<file path="config.mk">
export PLATFORM = sky130hd
export DESIGN_NAME = fifo_wr_arbiter
export DESIGN_NICKNAME = d
export VERILOG_FILES = /design/src/rtl/fifo_wr_arbiter.sv
export SDC_FILE = /design/constraint.sdc
export NUM_CORES = 1
export LEC_CHECK = 0
export CAP_MARGIN = 20
export CORE_MARGIN = 3
export CORE_UTILIZATION = 30
export CTS_CLUSTER_DIAMETER = 50
export CTS_CLUSTER_SIZE = 10
export DETAILED_ROUTE_END_ITERATION = 10
export PLACE_DENSITY_LB_ADDON = 0.08
export SLEW_MARGIN = 20
export SYNTH_ARGS = -nofsm -noshare
export SYNTH_HDL_FRONTEND = slang
export SYNTH_SLANG_ARGS = --single-unit
</file>
<file path="constraint.sdc">
create_clock -name i_wclk -period 2 [get_ports i_wclk]
set_input_delay 0.2 -clock i_wclk [delete_from_list [all_inputs] [get_ports i_wclk]]
set_output_delay 0.2 -clock i_wclk [all_outputs]
set_load 0.02 [all_outputs]
</file>
<file path="src/rtl/fifo_wr_arbiter.sv">
// fifo_wr_arbiter
// Round-robin, burst-aware arbiter that shares the write port of an async FIFO
// among NREQ requesters in the write-clock domain. A granted requester keeps
// the port until it sends its packet's last word or reaches MAX_BURST beats.
// Ownership then rotates, starting the search at the requester after the one
// that just finished.
//
// Handshake: a word from requester i is transferred in any cycle where
// o_req_ready[i] is 1. o_req_ready[i] is 1 only when i owns the grant,
// i_req_valid[i] is 1 and i_fifo_full is 0. The word is written to the FIFO
// in the same cycle (o_fifo_w_en=1). A requester that has raised valid must
// keep data and last stable until it sees ready. Requesters that do not own
// the grant never see ready.
module fifo_wr_arbiter #(
  parameter int WIDTH     = 8,
  parameter int NREQ      = 4,
  parameter int MAX_BURST = 16,
  localparam int IDW = $clog2(NREQ),
  localparam int BCW = $clog2(MAX_BURST + 1)
) (
  input  logic                  i_wclk,
  input  logic                  i_wrst_n,
  input  logic [NREQ-1:0]       i_req_valid,
  input  logic [NREQ-1:0]       i_req_last,
  input  logic [NREQ*WIDTH-1:0] i_req_data,
  output logic [NREQ-1:0]       o_req_ready,
  input  logic                  i_fifo_full,
  output logic                  o_fifo_w_en,
  output logic [WIDTH-1:0]      o_fifo_wdata,
  output logic [IDW-1:0]        o_grant_id,
  output logic                  o_busy,
  output logic                  o_dbg_state,
  output logic [IDW-1:0]        o_dbg_rr_ptr,
  output logic [BCW-1:0]        o_dbg_beat_cnt
);

  typedef enum logic {
    IDLE  = 1'b0,
    GRANT = 1'b1
  } state_t;

  state_t           r_state;
  logic [IDW-1:0]   r_grant_id;
  logic [IDW-1:0]   r_rr_ptr;
  logic [BCW-1:0]   r_beat_cnt;
  logic             r_busy;

  logic             w_pick_found;
  logic [IDW-1:0]   w_pick_id;
  logic             w_xfer;
  logic             w_last_beat;

  // Round-robin search: first valid requester after r_rr_ptr, wrapping.
  // The loop runs from the farthest candidate down to the nearest so the
  // nearest valid requester is the one left in w_pick_id.
  always_comb begin
    logic [IDW-1:0] v_idx;
    w_pick_found = 1'b0;
    w_pick_id    = '0;
    v_idx        = '0;
    for (int k = NREQ; k >= 1; k--) begin
      v_idx = IDW'((int'(r_rr_ptr) + k) % NREQ);
      if (i_req_valid[v_idx]) begin
        w_pick_found = 1'b1;
        w_pick_id    = v_idx;
      end
    end
  end

  // Transfer qualification and FIFO-side datapath; zero-cycle accept.
  always_comb begin
    w_xfer       = (r_state == GRANT) && i_req_valid[r_grant_id] && !i_fifo_full;
    w_last_beat  = i_req_last[r_grant_id] || (r_beat_cnt == BCW'(MAX_BURST - 1));
    o_fifo_w_en  = w_xfer;
    o_req_ready  = w_xfer ? (NREQ'(1) << r_grant_id) : '0;
    o_fifo_wdata = i_req_data[r_grant_id*WIDTH +: WIDTH];
  end

  // Arbiter FSM: IDLE spends one cycle choosing an owner, GRANT streams beats
  // until last word or burst cap, stalling without penalty on full or no valid.
  always_ff @(posedge i_wclk) begin
    if (!i_wrst_n) begin
      r_state    <= IDLE;
      r_grant_id <= '0;
      r_rr_ptr   <= IDW'(NREQ - 1);
      r_beat_cnt <= '0;
      r_busy     <= 1'b0;
    end else begin
      case (r_state)
        IDLE: begin
          if (w_pick_found) begin
            r_grant_id <= w_pick_id;
            r_beat_cnt <= '0;
            r_state    <= GRANT;
            r_busy     <= 1'b1;
          end
        end
        GRANT: begin
          if (w_xfer) begin
            if (w_last_beat) begin
              // Clearing here keeps the count inside 0..MAX_BURST-1.
              r_beat_cnt <= '0;
              r_rr_ptr   <= r_grant_id;
              r_state    <= IDLE;
              r_busy     <= 1'b0;
            end else begin
              r_beat_cnt <= r_beat_cnt + BCW'(1);
            end
          end
        end
        default: begin
          r_state <= IDLE;
          r_busy  <= 1'b0;
        end
      endcase
    end
  end

  // Registered status and debug views of the FSM.
  always_comb begin
    o_grant_id     = r_grant_id;
    o_busy         = r_busy;
    o_dbg_state    = (r_state == GRANT);
    o_dbg_rr_ptr   = r_rr_ptr;
    o_dbg_beat_cnt = r_beat_cnt;
  end

endmodule
</file>
==> results of run 1 <==
[routing by layer]
layer  wire [um]  vias up  part of all wire (%)
li1            -      539                     -
met1        1330      513                    42
met2        1510       49                    48
met3         316        2                    10
met4          19        0                  0.60
met5           0        -                     0
[logic make-up (layout without fill, tap and decap cells)]
kind of cell	after synthesis	count (layout)	synth area share, %
AND/OR/NAND/NOR	34	34	21.4
AO/OA/AOI/OAI	26	26	19.6
multiplexers	13	13	25.8
flip-flops	11	11	24.4
buffers and inverters	11	95	5.97
adder cells (fa/ha/maj)	2	2	2.78
[flip-flops by register name, indices dropped and copies added (netlist names)]
name            flops
o_dbg_beat_cnt      5
o_dbg_rr_ptr        2
o_grant_id          2
o_busy              1
o_dbg_state         1
[cells in the mapped netlist]
library cell	count
inv_1	5
and3_1	3
a22oi_1	2
and2b_2	1
o22a_1	1
mux2_1	2
ha_1	2
nand3_1	7
o22ai_1	1
buf_4	1
a21boi_1	2
a21o_2	1
and2_2	1
nand2b_1	3
nor3b_2	1
buf_2	1
a211o_1	1
a222oi_1	1
o21ai_0	6
dfxtp_1	11
or4_4	1
a22o_2	1
a21boi_0	2
o32ai_1	1
inv_2	1
o21ai_1	1
clkbuf_1	2
a21oi_1	2
mux4_2	8
or4_1	1
nand4_1	1
buf_6	1
nand2_1	9
nand3b_1	1
nor2_1	4
and3b_2	1
a31oi_1	4
mux2i_1	3
[per-stage QoR]
stage          TNS (ns)  worst slack [ns]  utilization (%)  power, uW  area (um2)
2_1_floorplan         0            0.0483                -        413         901
3_3_place_gp    -0.0598           -0.0598             61.0        619        1710
3_5_place_dp    -0.0985           -0.0383             61.0        621        1710
4_1_cts               0            0.0399             61.5        757        1720
5_1_grt               0            0.0135             61.6        799        1730
6_report              0             0.109             61.6        750        1730
[worst reg2reg max path, cell delays in order, from the launching register on]
cell and delay [ns]:
dfxtp_2 0.34, ha_2 0.19, and3_1 0.18, ha_1 0.18, and2b_2 0.22, a22oi_1 0.09, or4_1 0.49, a21boi_1 0.13
[power breakdown]
| part | leakage (uW) | internal [uW] | switching [uW] | total, uW |
|---|---|---|---|---|
| Sequential | 0.0000912 | 230 | 11.8 | 241 |
| Clock | 0.0000150 | 77.1 | 74.4 | 152 |
| Combinational | 0.000606 | 210 | 147 | 357 |
| Total | 0.000712 | 517 | 233 | 750 |
[area by class of cell]
class                           count  area share [%]
Timing Repair Buffer               85            45.6
Multi-Input combinational cell     75            36.4
Sequential cell                    11            13.0
Tap cell                           31            2.24
Clock buffer                        4            1.52
Inverter                            6            1.30
[cells in the final DEF (no fill, tap or decap), drive strengths merged, types with 3 or more instances in the layout]
| cell type | netlist | final |
|---|---|---|
| mux4 | 8 | 8 |
| nand2 | 9 | 9 |
| a31oi | 4 | 4 |
| dlygate4sd2 | 0 | 12 |
| buf | 3 | 19 |
| inv | 6 | 6 |
| nor2 | 4 | 4 |
| nand3 | 7 | 7 |
| o21ai | 7 | 7 |
| a21boi | 4 | 4 |
| clkdlybuf4s50 | 0 | 54 |
| dfxtp | 11 | 11 |
| nand2b | 3 | 3 |
| clkbuf | 2 | 4 |
| mux2i | 3 | 3 |
| and3 | 3 | 3 |
[how the worst max path moves through the flow]
stage | startpoint | endpoint | slack, ns | cells after the start
final | i_fifo_full | o_req_ready[3] | 0.11 | 4
after global routing | o_dbg_beat_cnt[1] | o_dbg_beat_cnt[4] | 0.01 | 7
after CTS | o_dbg_beat_cnt[1] | o_dbg_beat_cnt[4] | 0.04 | 7
after detailed placement | i_req_valid[0] | o_dbg_beat_cnt[2] | -0.04 | 7
after global placement | i_req_valid[2] | o_fifo_w_en | -0.06 | 6
after floorplan | o_dbg_beat_cnt[0] | o_dbg_beat_cnt[4] | 0.05 | 7
[timing repair]
action	in CTS	in global routing
setup endpoints to repair	12	2
endpoints found under the hold margin	0	0
resized for setup	13	3
pin swaps	0	1
==> results.txt, run 1 <==
The run finished with clean final reports. The number of buffers added on ports came out at 66. The aggregate global routing overflow came out at 0. The timing-limited maximum frequency is 529 MHz. The number of buffer and inverter instances along the worst setup path is 2.

Across the whole layout, storage elements account for 224 um2. The headroom to the max-slew limit came out at 70.6%. For this design, the sink count on the clock tree is 11.

The critical path class is input pin to output pin. The routing usage on met3 came out at 3.40%. TritonCTS built the clock tree. The data required time at the worst endpoint came out at 1.80 ns.

The launch instance of the worst register-to-register path is o_dbg_beat_cnt[1]. The via count of the first global-routing pass is 1,127. The number of pins exceeding their max-slew limit in the final report came out at 0.

The total length of routed wires is 3170 um. The endpoint of the most critical register-to-register path is o_dbg_beat_cnt[4]. The number of buffers added by the clock tree synthesis step came out at 3.

No sink is reached through more buffers than the 2 on the longest clock path. The number of instances on the worst hold path came out at 2. The pre-antenna-repair detailed-routing pass consisted of 4 iterations. The busiest layer in global routing is met2.

In the final design database the tool counted 227 nets. The longest individual stage delay on the worst path came out at 0.61 ns. At the later pin of the worst-skew pair, clock insertion delay measures 0.26 ns. The antenna cell count is 0. The initial utilization of the core area, before any placement, comes to 32.1%. For the pin with the worst max-slew slack, the measured transition is 0.439 ns.

The nature of the critical path startpoint is an input pin. The number of setup buffers added after CTS came out at 0. The area of the mapped netlist is 901 um2. For this run, design rule violations remaining after detail routing come to 0. The static leakage is 0.000712 uW. The worst hold path begins at o_dbg_beat_cnt[1]. The min-delay analysis places its worst path in the category flip-flop to flip-flop. The initial antenna violation count came out at 0.

The most numerous cell type found on the critical path is clkdlybuf4s50_1. The routing usage on met2 came out at 31.3%. The placeable core area came out at 0.00281 mm2. The CTS H-tree depth came out at 1. The total nets after synthesis came out at 142. After synthesis the netlist holds a flip-flop and latch count of 11. The final setup violation count came out at 0. Across all layers, the routed design uses 1,103 vias. The global-route track usage on met1 came out at 20.2%.

The average wire per standard cell is 15.0 um. Dividing the detail-routed via count by the number of cells gives 5.20. For this block, the initial DRC count from the detailed router was 19.

The first global-routing pass estimated 4890 um of wire. The total routing usage reported by global routing came out at 17.4%. The worst path needs 1.89 ns of the cycle, external delays included. The die width came out at 60.8 um.

Max-cap violations in this run came to 0. During synthesis, Yosys emitted a total of 0 warnings. The final number of hold-violating endpoints was 0. The count of pins on the block boundary came out at 67. The number of instances in the synthesized netlist is 97. Setup repair after global routing left no endpoint under its margin.

The number of distinct library cells after synthesis is 38. Data on the critical path arrives at its endpoint at 1.69 ns. The count of non-filler cells in the finished layout is 212. The synthesis-to-layout area growth is 91.9%. The critical path goes through clkdlybuf4s50_1 -> and3b_2 -> and3_1 -> clkdlybuf4s50_1. The last weighted congestion value of the routability-driven placer came out at 0.712. Entering global routing, the biggest net connects 15 pins. IR analysis of the VDD net gives a maximum drop of 0.293 mV. In this run the power density over the cells is 434 mW/mm2.

The mean instance size in the synthesized netlist came out at 9.29 um2. The final clock skew is 0.000709 ns. In this run the clock root is driven by a clkbuf_4. The worst hold path terminates at o_dbg_beat_cnt[1]. Clock-pin slew was measured on the worst setup and hold paths at 0.07 ns. The post-placement cell count is 208. Along the worst path, the maximum fanout reaches 4. The biggest area consumer among synthesized cells is dfxtp_1. The total of fill cells in the finished design is 266.

The area fraction of the dominant cell type after synthesis is 24.4%. The slowest stage of the critical path is the clkdlybuf4s50_1 cell. Grouping stages by cell kind, the critical path spends the most delay in buffers and inverters. The area of the multi-input gates came out at 629 um2. The worst register-to-register path has a depth of 7. The sequential-to-total area share from yosys stat came out at 24.4%. The fraction of final layout cells with drive strength greater than 1 came out at 23.2%. For flop-to-flop paths, the worst setup slack is 0.12 ns. The HPWL after detailed placement is 2570 um. The number of hold buffers added after CTS was 0.

After floorplanning, the core was divided into 19 placement rows. The hold slack came out at 0.493 ns. The die footprint is 0.00370 mm2. The floorplan step set the die height to 60.8 um. Ranked by total cell area, the synthesized netlist is headed by dfxtp_1, mux4_2, nand3_1, nand2_1, mux2i_1. The endpoint type of the worst setup path is an output pin. The post-route antenna net violation count is 0. The part of the cycle the worst path needs came out at 94.5%.
Note: power is estimated with default switching activity, not from simulation.
==> run 2: changes to the inputs <==
TNS_END_PERCENT = 1   (was not set)
clock period = 1.7 ns   (was 2 ns; I/O delays follow)
==> results.txt, run 2 (synthesis results as in run 1) <==
The run finished, with violations left. The final reports fail on setup timing. The part of the cycle the worst path needs is 110%. The buffer depth of the longest clock path is 2.

The number of DRC violations after detailed routing is 0. The worst endpoint data arrival time is 2.07 ns. Summing over every cut layer, the via total after detailed routing is 1,128. The static leakage is 0.000744 uW. For the worst setup path, the data required time is 1.90 ns. The total power draw is 900 uW. Entering global routing, the biggest net connects 15 pins. The number of flip-flops under the largest register name is 5. The count of pins on the block boundary is 67. The signal on the critical path passes through ha_4 -> and3_4 -> ha_4 -> and2b_2 -> a22oi_2 -> or4_1 -> a21boi_1. The count of TritonRoute iterations in the first routing pass is 4. The maximum vdd ir drop is 0.367 mV. The timing-limited maximum frequency is 535 MHz. The area of the multi-input gates came out at 692 um2. The library cells used most frequently in the layout, excluding fill and tap cells, are clkdlybuf4s50_1, buf_4, nand2_1. The detailed router's first-iteration violation count is 37.

For this run, the total global-route usage over all layers was measured as 18.2%. The worst setup slack for register-to-register paths came out at -0.17 ns. The detailed-route vias per instance is 5.17. In this run the number of H-tree levels came out at 1. The final standard cell utilization of the core came out at 64.1%. In this run the worst hold path is classified as input pin to flip-flop. The power per cell area is 501 mW/mm2. Max-cap violations in this run came to 0.

The clock insertion delay at the later pin of the skew report is 0.27 ns. The final number of hold-violating endpoints is 0. In this run the standard cell core region covers 0.00281 mm2. The number of pins exceeding their max-slew limit in the final report is 0. The initial antenna violation count came to 0. The number of nets in the layout came out at 233. The initial core utilization is 32.1%.

The most common cell after layout, fill and taps aside is clkdlybuf4s50_1. The endpoint type of the worst setup path is a flip-flop. The highest-delay cell along the critical path is or4_1.

Routability-driven placement finished with a final weighted congestion of 0.775. The longest individual stage delay on the worst path is 0.51 ns. The setup slack after layout came out at -0.170 ns. Clock tree synthesis selected as its root buffer the cell clkbuf_4.

TritonCTS built the clock tree. The minimum period implied by the final worst setup slack came out at 1.87 ns. The antenna cell count is 0.

Among the stages of the critical path, the cell type that occurs most often is ha_4. Setup violations remaining at the end of the flow were counted as 8. Clock skew on the completed layout was measured at 0.00609 ns. The CTS sink count came out at 11. The total length of routed wires is 3290 um.

The transition time at the pin with the least slew margin came out at 0.464 ns. The die footprint came out at 0.00370 mm2. The maximum fanout along the worst path is 2.

Global routing finished with a remaining overflow of 0. The wire length of the first global-routing pass came out at 5180 um. The HPWL after detailed placement came out at 2640 um. The CTS clock-pin slew for the worst setup and hold paths is 0.08 ns. Setup repair after global routing could not meet its margin everywhere. The average wire per standard cell is 15.1 um. STA classifies the critical path startpoint as a flip-flop. The footprint of the flip-flops and latches came out at 230 um2.

The number of buffers added by the clock tree synthesis step came out at 3. The final sum of negative setup slack is -0.690 ns. The headroom to the max-slew limit came out at 69.0%.

The number of rows in the core area is 19. The critical path class is flip-flop to flip-flop. The via count of the first global-routing pass is 1,157. The total of fill cells in the finished design is 252. The post-route antenna net violation count came out at 0. The height of the die is 60.8 um. The fraction of final layout cells with drive strength greater than 1 is 36.4%. The synthesis-to-layout area growth is 99.6%. The number of buffers added on ports came out at 66. The die width came out at 60.8 um.
==> run 2: power breakdown <==
| group | switching, uW | internal (uW) | leakage [uW] | total, uW |
|---|---|---|---|---|
| Clock | 92.1 | 90.6 | 0.0000150 | 183 |
| Sequential | 13.4 | 268 | 0.0000923 | 282 |
| Combinational | 187 | 249 | 0.000637 | 436 |
| Total | 292 | 608 | 0.000744 | 900 |
==> run 2: critical path: cells and delay by family, from the launching register on <==
family | cells | cell delay (ns)
AND/OR/NAND/NOR | 3 | 0.91
flip-flops | 1 | 0.35
AO/OA/AOI/OAI | 2 | 0.23
adder cells (fa/ha/maj) | 2 | 0.30
==> run 2: worst paths after layout <==
path                                   startpoint                end  depth (start not counted)
worst max-delay path            o_dbg_beat_cnt[0]  o_dbg_beat_cnt[4]                          7
worst min-delay path               i_req_valid[0]      o_grant_id[0]                          4
worst max register to register  o_dbg_beat_cnt[0]  o_dbg_beat_cnt[4]                          7
worst min register to register  o_dbg_beat_cnt[4]  o_dbg_beat_cnt[4]                          2
==> run 2: repair_timing <==
action	in CTS	in global routing
hold buffers	0	0
pin swaps	0	6
buffers inserted	0	2
resized for setup	42	19
setup endpoints to repair	18	13
==> run 2: final cells by class <==
cell class / count / area share, %
well taps: 31 / 2.16
multi-input cells: 75 / 38.5
inverters: 6 / 1.25
clock buffers: 4 / 1.46
repair buffers: 91 / 43.8
flip-flops and latches: 11 / 12.8
==> run 2: metrics by stage <==
stage               instances  area, um2  setup slack, ns  hold slack (ns)
floorplan                  97        925           -0.108            0.305
global placement          212       1770           -0.304            0.461
detailed placement        212       1770           -0.305            0.476
CTS                       216       1760           -0.169            0.487
global route              218       1800           -0.253            0.346
finish                    218       1800           -0.170            0.315
==> run 2: metal layers <==
layer | share of wire [%] | up-vias | global-route usage, %
met5 | 0 | - | 0
met2 | 51 | 42 | 35.0
met1 | 40 | 530 | 20.9
li1 | - | 554 | -
met3 | 8.1 | 2 | 2.98
met4 | 0.43 | 0 | 3.72
